**src/rtl/sensor_event_hub.sv**
```systemverilog
// Conditions NUM_CH sensor levels (sync, debounce, rise-detect) and arbitrates pending events onto one port.
// Latency: ch_in change to evt_valid is DEB_CYCLES+4 cycles.
// Backpressure: evt_id/evt_valid hold while evt_ready=0; repeat edges merge into pending and raise ovf.
module sensor_event_hub #(
    parameter int NUM_CH     = 8,
    parameter int DEB_CYCLES = 100000,
    parameter int ARB_MODE   = 0,
    parameter int CH_W       = $clog2(NUM_CH)
) (
    input  logic              clk,
    input  logic              rst_n,
    input  logic [NUM_CH-1:0] ch_in,
    input  logic [NUM_CH-1:0] ch_mask,
    input  logic              clr_ovf,
    output logic              evt_valid,
    input  logic              evt_ready,
    output logic [CH_W-1:0]   evt_id,
    output logic [NUM_CH-1:0] ch_level,
    output logic [NUM_CH-1:0] pending,
    output logic [NUM_CH-1:0] ovf
);

    localparam int CNT_W = $clog2(DEB_CYCLES + 1);

    logic [NUM_CH-1:0] sync1, sync2, level_d;
    logic [NUM_CH-1:0] rise, gnt_onehot, ovf_set;
    logic [CH_W-1:0]   rr_ptr, gnt_idx;
    logic              gnt_found, can_grant;

    always_ff @(posedge clk or negedge rst_n) begin
        if (!rst_n) begin
            sync1   <= '0;
            sync2   <= '0;
            level_d <= '0;
        end else begin
            sync1   <= ch_in;
            sync2   <= sync1;
            level_d <= ch_level;
        end
    end

    for (genvar g = 0; g < NUM_CH; g++) begin : g_deb
        logic [CNT_W-1:0] cnt;
        logic             lvl;

        always_ff @(posedge clk or negedge rst_n) begin
            if (!rst_n) begin
                cnt <= '0;
                lvl <= 1'b0;
            end else if (sync2[g] == lvl) begin
                cnt <= '0;
            end else if (cnt == CNT_W'(DEB_CYCLES - 1)) begin
                cnt <= '0;
                lvl <= ~lvl;
            end else begin
                cnt <= cnt + 1'b1;
            end
        end

        assign ch_level[g] = lvl;
    end

    assign rise = ch_level & ~level_d & ch_mask;

    // Round-robin search starts at rr_ptr and wraps; fixed mode always starts at 0.
    always_comb begin
        int              idx;
        logic [CH_W-1:0] cand;
        gnt_found = 1'b0;
        gnt_idx   = '0;
        idx       = 0;
        cand      = '0;
        for (int k = 0; k < NUM_CH; k++) begin
            idx = (ARB_MODE == 1) ? int'(rr_ptr) + k : k;
            if (idx >= NUM_CH) idx = idx - NUM_CH;
            cand = CH_W'(idx);
            if (!gnt_found && pending[cand]) begin
                gnt_found = 1'b1;
                gnt_idx   = cand;
            end
        end
    end

    assign can_grant  = (!evt_valid || evt_ready) && gnt_found;
    assign gnt_onehot = can_grant ? ({{(NUM_CH-1){1'b0}}, 1'b1} << gnt_idx) : '0;
    assign ovf_set    = rise & pending & ~gnt_onehot;

    always_ff @(posedge clk or negedge rst_n) begin
        if (!rst_n) begin
            pending   <= '0;
            ovf       <= '0;
            evt_valid <= 1'b0;
            evt_id    <= '0;
            rr_ptr    <= '0;
        end else begin
            pending <= (pending & ~gnt_onehot) | rise;
            ovf     <= (clr_ovf ? '0 : ovf) | ovf_set;
            if (can_grant) begin
                evt_valid <= 1'b1;
                evt_id    <= gnt_idx;
                rr_ptr    <= (gnt_idx == CH_W'(NUM_CH - 1)) ? '0 : gnt_idx + 1'b1;
            end else if (evt_ready) begin
                evt_valid <= 1'b0;
            end
        end
    end

endmodule

```
**config.mk**
```make
export PLATFORM = sky130hd
export DESIGN_NAME = sensor_event_hub
export DESIGN_NICKNAME = d
export VERILOG_FILES = /design/src/rtl/sensor_event_hub.sv
export SDC_FILE = /design/constraint.sdc
export NUM_CORES = 1
export LEC_CHECK = 0
export ABC_CLOCK_PERIOD_IN_PS = 1900
export CAP_MARGIN = 15
export CORE_UTILIZATION = 55
export CTS_BUF_LIST = sky130_fd_sc_hd__clkbuf_4
export DETAILED_ROUTE_END_ITERATION = 8
export GPL_TIMING_DRIVEN = 0
export PLACE_DENSITY = 0.74
export SYNTH_ARGS = -nofsm -noshare
export SYNTH_HDL_FRONTEND = slang
export SYNTH_SLANG_ARGS = --single-unit
export TNS_END_PERCENT = 1
```
**constraint.sdc**
```tcl
create_clock -name clk -period 1.9 [get_ports clk]
set_input_delay 0.19 -clock clk [delete_from_list [all_inputs] [get_ports clk]]
set_output_delay 0.19 -clock clk [all_outputs]
set_load 0.01 [all_outputs]
```
# Word level (Yosys, flattened, before mapping)
# Index checks and enable logic that the tools add are counted.
[op_classes]
n_mux = 35
eq_ne = 16
n_addsub = 8
mul = 0
bitwise_logic = 25
magnitude_cmp = 0
n_reduce_logical = 26
div_mod_pow = 0
shift = 1
[ops]
columns = ["cell", "count"]
rows = [
  ["17-bit two-way mux", 16],
  ["17-bit by 1-bit adder with 17-bit output (second input constant)", 8],
  ["17-bit equality test (second input constant)", 8],
  ["8-bit AND", 5],
  ["3-bit two-way mux", 6],
  ["8-bit two-way mux", 2],
  ["1-bit inverter", 16],
  ["8-bit inverter", 2],
  ["8-bit bitwise OR", 2],
  ["2-bit AND reduction", 8],
  ["1-bit two-way mux", 11],
  ["1-bit equality test", 8],
  ["1-bit logical AND", 8],
  ["1-bit logical NOT", 8],
  ["1-bit by 3-bit << shifter with 8-bit output (first input constant)", 1],
  ["2-bit nonzero test", 1],
  ["1-bit logical OR", 1],
]
[totals]
latch_bits = 0
wordCells = 134
n_memories = 0
in_bits = 20
mem_bits_ro = 0
register_bits = 188
mem_bits_rw = 0

# Longest topological paths before layout
[depth]
depth_word = 27
ltp_mapped = 7
ltp_nobuf = 5

# Least setup slack after synthesis
# Ideal clock, no wire load.
[synth_timing]
path_type = "flip-flop to flip-flop"
start = "register g_deb[5].cnt[13]"
end = "register g_deb[5].cnt[12]"
t_arrival_ps = 1618
slack_ps = 163
n_path_buf = 1
path_stages_with_launch = 6
required_ps = 1781
path_cell_list = "dfrtp_1 or4b_1 nor4_2 a41o_2 buf_8 nor2_1"
[synth_via]
elab_chain_cells = 3
[synth_rtl]
columns = ["element", "line_no", "source"]
rows = [
  ["from (decl)", "43", "logic [CNT_W-1:0] cnt;"],
  ["from (signal assigned)", "56", "cnt <= cnt + 1'b1;"],
  ["17-bit equality test", "52", "end else if (cnt == CNT_W'(DEB_CYCLES - 1)) begin"],
  ["17-bit two-way mux", "52", ""],
  ["17-bit two-way mux", "50", "end else if (sync2[g] == lvl) begin"],
]
# No other way between the ends.
# A chain may end at the register's enable or synchronous reset.

# Worst setup path after layout
[layout_timing]
start = "register g_deb[1].cnt[0]"
end = "register g_deb[1].cnt[11]"
[layout_via]
elab_chain_cells = 3
[layout_rtl]
columns = ["element", "line_no"]
rows = [
  ["from (decl)", "43"],
  ["from (signal assigned)", "56"],
  ["17-bit by 1-bit adder with 17-bit output or 17-bit equality test (tied branches)", "56, 52"],
  ["17-bit two-way mux *", "52"],
  ["17-bit two-way mux *", "50"],
]
# Mark *: on every way between the ends. The rest lies on a longest branch, timed or not.

==> summary.md <==
| Metric | Value |
|---|---|
| Vias | approximately 6,200 |
| Placer Congestion | between 0.8 and 0.9 |
| RSZ-0062 raised after global routing | true |
| DRT Wirelength | about 17,000 um |
| HPWL after DPL | 11,400 um |
| Post-route cell area | 0.00977 mm^2 |
| Clock root buffer | clkbuf_4 |
| Vias in the first global route | 6,104 |
| Main synth FF type | dfrtp_1 |
| Die Y | between 100 and 150 um |
| CTS Buf Count | 17 |
| Setup violations, final | 0 |
| P per Cell Area | 670 mW/mm^2 |
| Leakage power | roughly 4.2 nW |
| Placeable Area | around 0.015 mm^2 |
| Nets | between 900 and 1,000 |
| Cell Chain, Critical Path | ha_1 -> and4_1 -> nand4_1 -> nand2_1 -> clkbuf_1 -> nor2_1 |
| Initial core utilization | 0.565 |
| Setup Skew | 0.0216 ns |
| Fin crit share | 0.989 |
| GRT Residual Overflow | 0 |
| CP Class | register to register |
| Area occupied by multi-input gates | 0.00372 mm^2 |
| IO Pins | between 40 and 50 |
| Synth cell types | 42 |
| Slew Limit Fails | 0 |
| Clk sink count | 188 |
| Hold crit path type | input pin to asynchronous set/reset pin |
| Die area | about 0.016 mm^2 |
| Syn_area_per_cell | about 11 um^2 |
| GRT Util Overall | 0.223 |
| First-pass GRT wire length | about 29,000 um |
| Syn_nets | ~850 |
| Average wire per cell in the routed design | between 15 and 20 um |
| F_max | between 0.5 and 0.6 GHz |
| Crit Path Max Fanout | 10 |
| Largest net degree at the start of global routing | 131 |
| Seq/Total Area, Yosys | 0.548 |
| Cell Area, Synth | about 0.0086 mm^2 |
| Outcome | finished, final reports clean |
| Max stage delay cell, worst path | dfrtp_1 |
| H-tree levels | 4 |
| Setup bufs post-CTS | 0 |
| Post-layout min period | roughly 1.9 ns |
| Initial antenna violation count | 1 |
| End of the worst register-to-register path | g_deb[1].cnt[11] |
| Fillcell total | between 1,000 and 1,500 |
| Slew headroom | 0.565 |
| Synth Warn # | 0 |
| CP endpoint kind | register |
| Maximum buffer depth of the clock tree | 2 |
| Die W | ~130 um |
| Commonest non-fill, non-tap cells in the layout | 177 x dfrtp_1, 136 x nor2_1, 62 x xnor2_1 |
| Worst R2R Start | g_deb[1].cnt[0] |
| Worst vdd ir | just under 0.0005 V |
| Buf/Inv on CP | 1 |
| Critical Path RT | 2.33 ns |
| Max-Cap Viols | 0 |
| Post-synth EDFFs | 0 |
| Area occupied by registers | between 0.004 and 0.005 mm^2 |
| Slowest stage delay, CP | approximately 0.44 ns |
| Clock Latency Late Sink | approximately 0.56 ns |
| Final core utilization | 0.643 |
| Share of layout cells above drive strength 1 | 0.106 |
| Placed instance area | a little over 0.009 mm^2 |
| Port bufs | 46 |
| Synth async-reset ratio | 1.00 |
| Reg2reg setup slack | about 0.021 ns |
| Post-DRT Antenna Nets | 0 |
| Worst-margin pin slew | between 0.6 and 0.7 ns |
| Clock transition at path regs | between 0.1 and 0.15 ns |
| Syn-to-layout area delta | 13.8% |
| Worst path top cell family by delay | simple AND/OR/NAND/NOR gates |
| DRT iter0 DRCs | 558 |
| CP Launch Type | register |
| Worst setup startpoint | g_deb[1].cnt[0] |
| Leading cell type in the layout, fill and taps excluded | dfrtp_1 |
| CP Depth | 6 |
| Number of synthesized register bits | between 150 and 200 |
| DR pass1 iterations | 5 |
| Gate Count Post-Synth | about 820 |
| End of the critical path | g_deb[1].cnt[11] |
| CTS tree | yes |
| Worst path arrival time | 2.31 ns |
| Final hold vios | 0 |
| R2R depth | 6 |
| Vias per Instance | roughly 5.7 |
| DRC viols | 0 |
| Cell Rows | 45 |
## cell type report
class | instances | area share
Timing Repair Buffer | 55 | 0.0571
Sequential cell | 188 | 0.483
Inverter | 15 | 0.00576
Clock inverter | 14 | 0.0152
Clock buffer | 17 | 0.0131
Tap cell | 188 | 0.0241
Multi-Input combinational cell | 582 | 0.381
Antenna cell | 2 | 0.000512
Buffer | 31 | 0.0206
## per-layer routing
layer | GRT usage | wire length (um) | vias up
met3 | 0.0637 | 745 | 23
met1 | 0.300 | 7600 | 3063
met2 | 0.353 | 8030 | 144
met4 | 0.0679 | 249 | 0
met5 | 0 | 0 | -
li1 | - | - | 3015
## cell families (layout without fill, tap and decap cells)
| logic type | Yosys count | in the layout | synth area share |
|---|---|---|---|
| flip-flops | 188 | 188 | 0.548 |
| XOR/XNOR | 122 | 122 | 0.124 |
| buffers and inverters | 47 | 132 | 0.0265 |
| AND/OR/NAND/NOR | 409 | 409 | 0.253 |
| multiplexers | 8 | 8 | 0.0105 |
| other | 0 | 2 | 0 |
| AO/OA/AOI/OAI | 35 | 35 | 0.0259 |
| adder cells (fa/ha/maj) | 8 | 8 | 0.0117 |
## worst min-delay path by stage
stage	endpoint	from	cells past startpoint
5_1_grt	sync1[7]	ch_in[7]	1
3_5_place_dp	g_deb[0].cnt[12]	rst_n	1
3_3_place_gp	sync2[4]	sync1[4]	0
4_1_cts	sync1[4]	ch_in[4]	1
6_report	g_deb[0].cnt[10]	rst_n	2
2_1_floorplan	evt_id[0]	rst_n	0
## state kept, by name, summed over array words and instances (netlist names)
name / cells
pending: 8
level_d: 8
evt_id: 3
sync2: 8
g_deb.lvl: 8
evt_valid: 1
ovf: 8
g_deb.cnt: 136
sync1: 8
## timing repair
action	4_1_cts	5_1_grt
pin swaps	1	6
resized for setup	15	40
hold endpoints to repair	60	5
hold buffers	3	5
gates cloned	0	0
setup endpoints to repair	69	90
## per-stage QoR
stage / total power [mW] / hold slack, ns / cells / TNS, ns / worst slack, ns
CTS: 6.63 / 0.00351 / 1085 / -0.0289 / -0.0289
detailed placement: 4.49 / 0.144 / 1052 / -4.62 / -0.132
floorplan: 4.31 / -0.106 / 817 / 0 / 0.163
finish: 6.55 / 0.118 / 1092 / 0 / 0.0211
global placement: 4.48 / 0.331 / 1051 / -1268.55 / -6.75
global route: 6.87 / 0.0215 / 1092 / -1.58 / -0.142
## power breakdown
| part | internal, mW | switching (mW) |
|---|---|---|
| clock network | 0.779 | 1.33 |
| logic | 0.130 | 0.187 |
| registers | 4.07 | 0.0565 |
| total | 4.98 | 1.57 |
## worst reg2reg max path, cell delays in order, from the launching register on
cell and delay, ns:
dfrtp_1 0.44, ha_1 0.24, and4_1 0.25, nand4_1 0.15, nand2_1 0.21, clkbuf_1 0.37
nor2_1 0.10
## cell usage after synthesis (10+ instances only)
master	number	area, um^2
inv_1	15	56.3
clkbuf_1	15	56.3
xor2_1	60	526
and3_1	13	81.3
nand4_1	53	332
nor4bb_1	11	110
nor3_1	14	70.1
nand2_1	51	191
and4_1	24	210
nand3_1	43	215
nor4_1	24	150
dfrtp_1	188	4700
a21oi_1	11	55.1
xnor2_1	62	543
and2_1	10	62.6
nor2_1	136	510
Note: power is estimated with default switching activity, not from simulation.
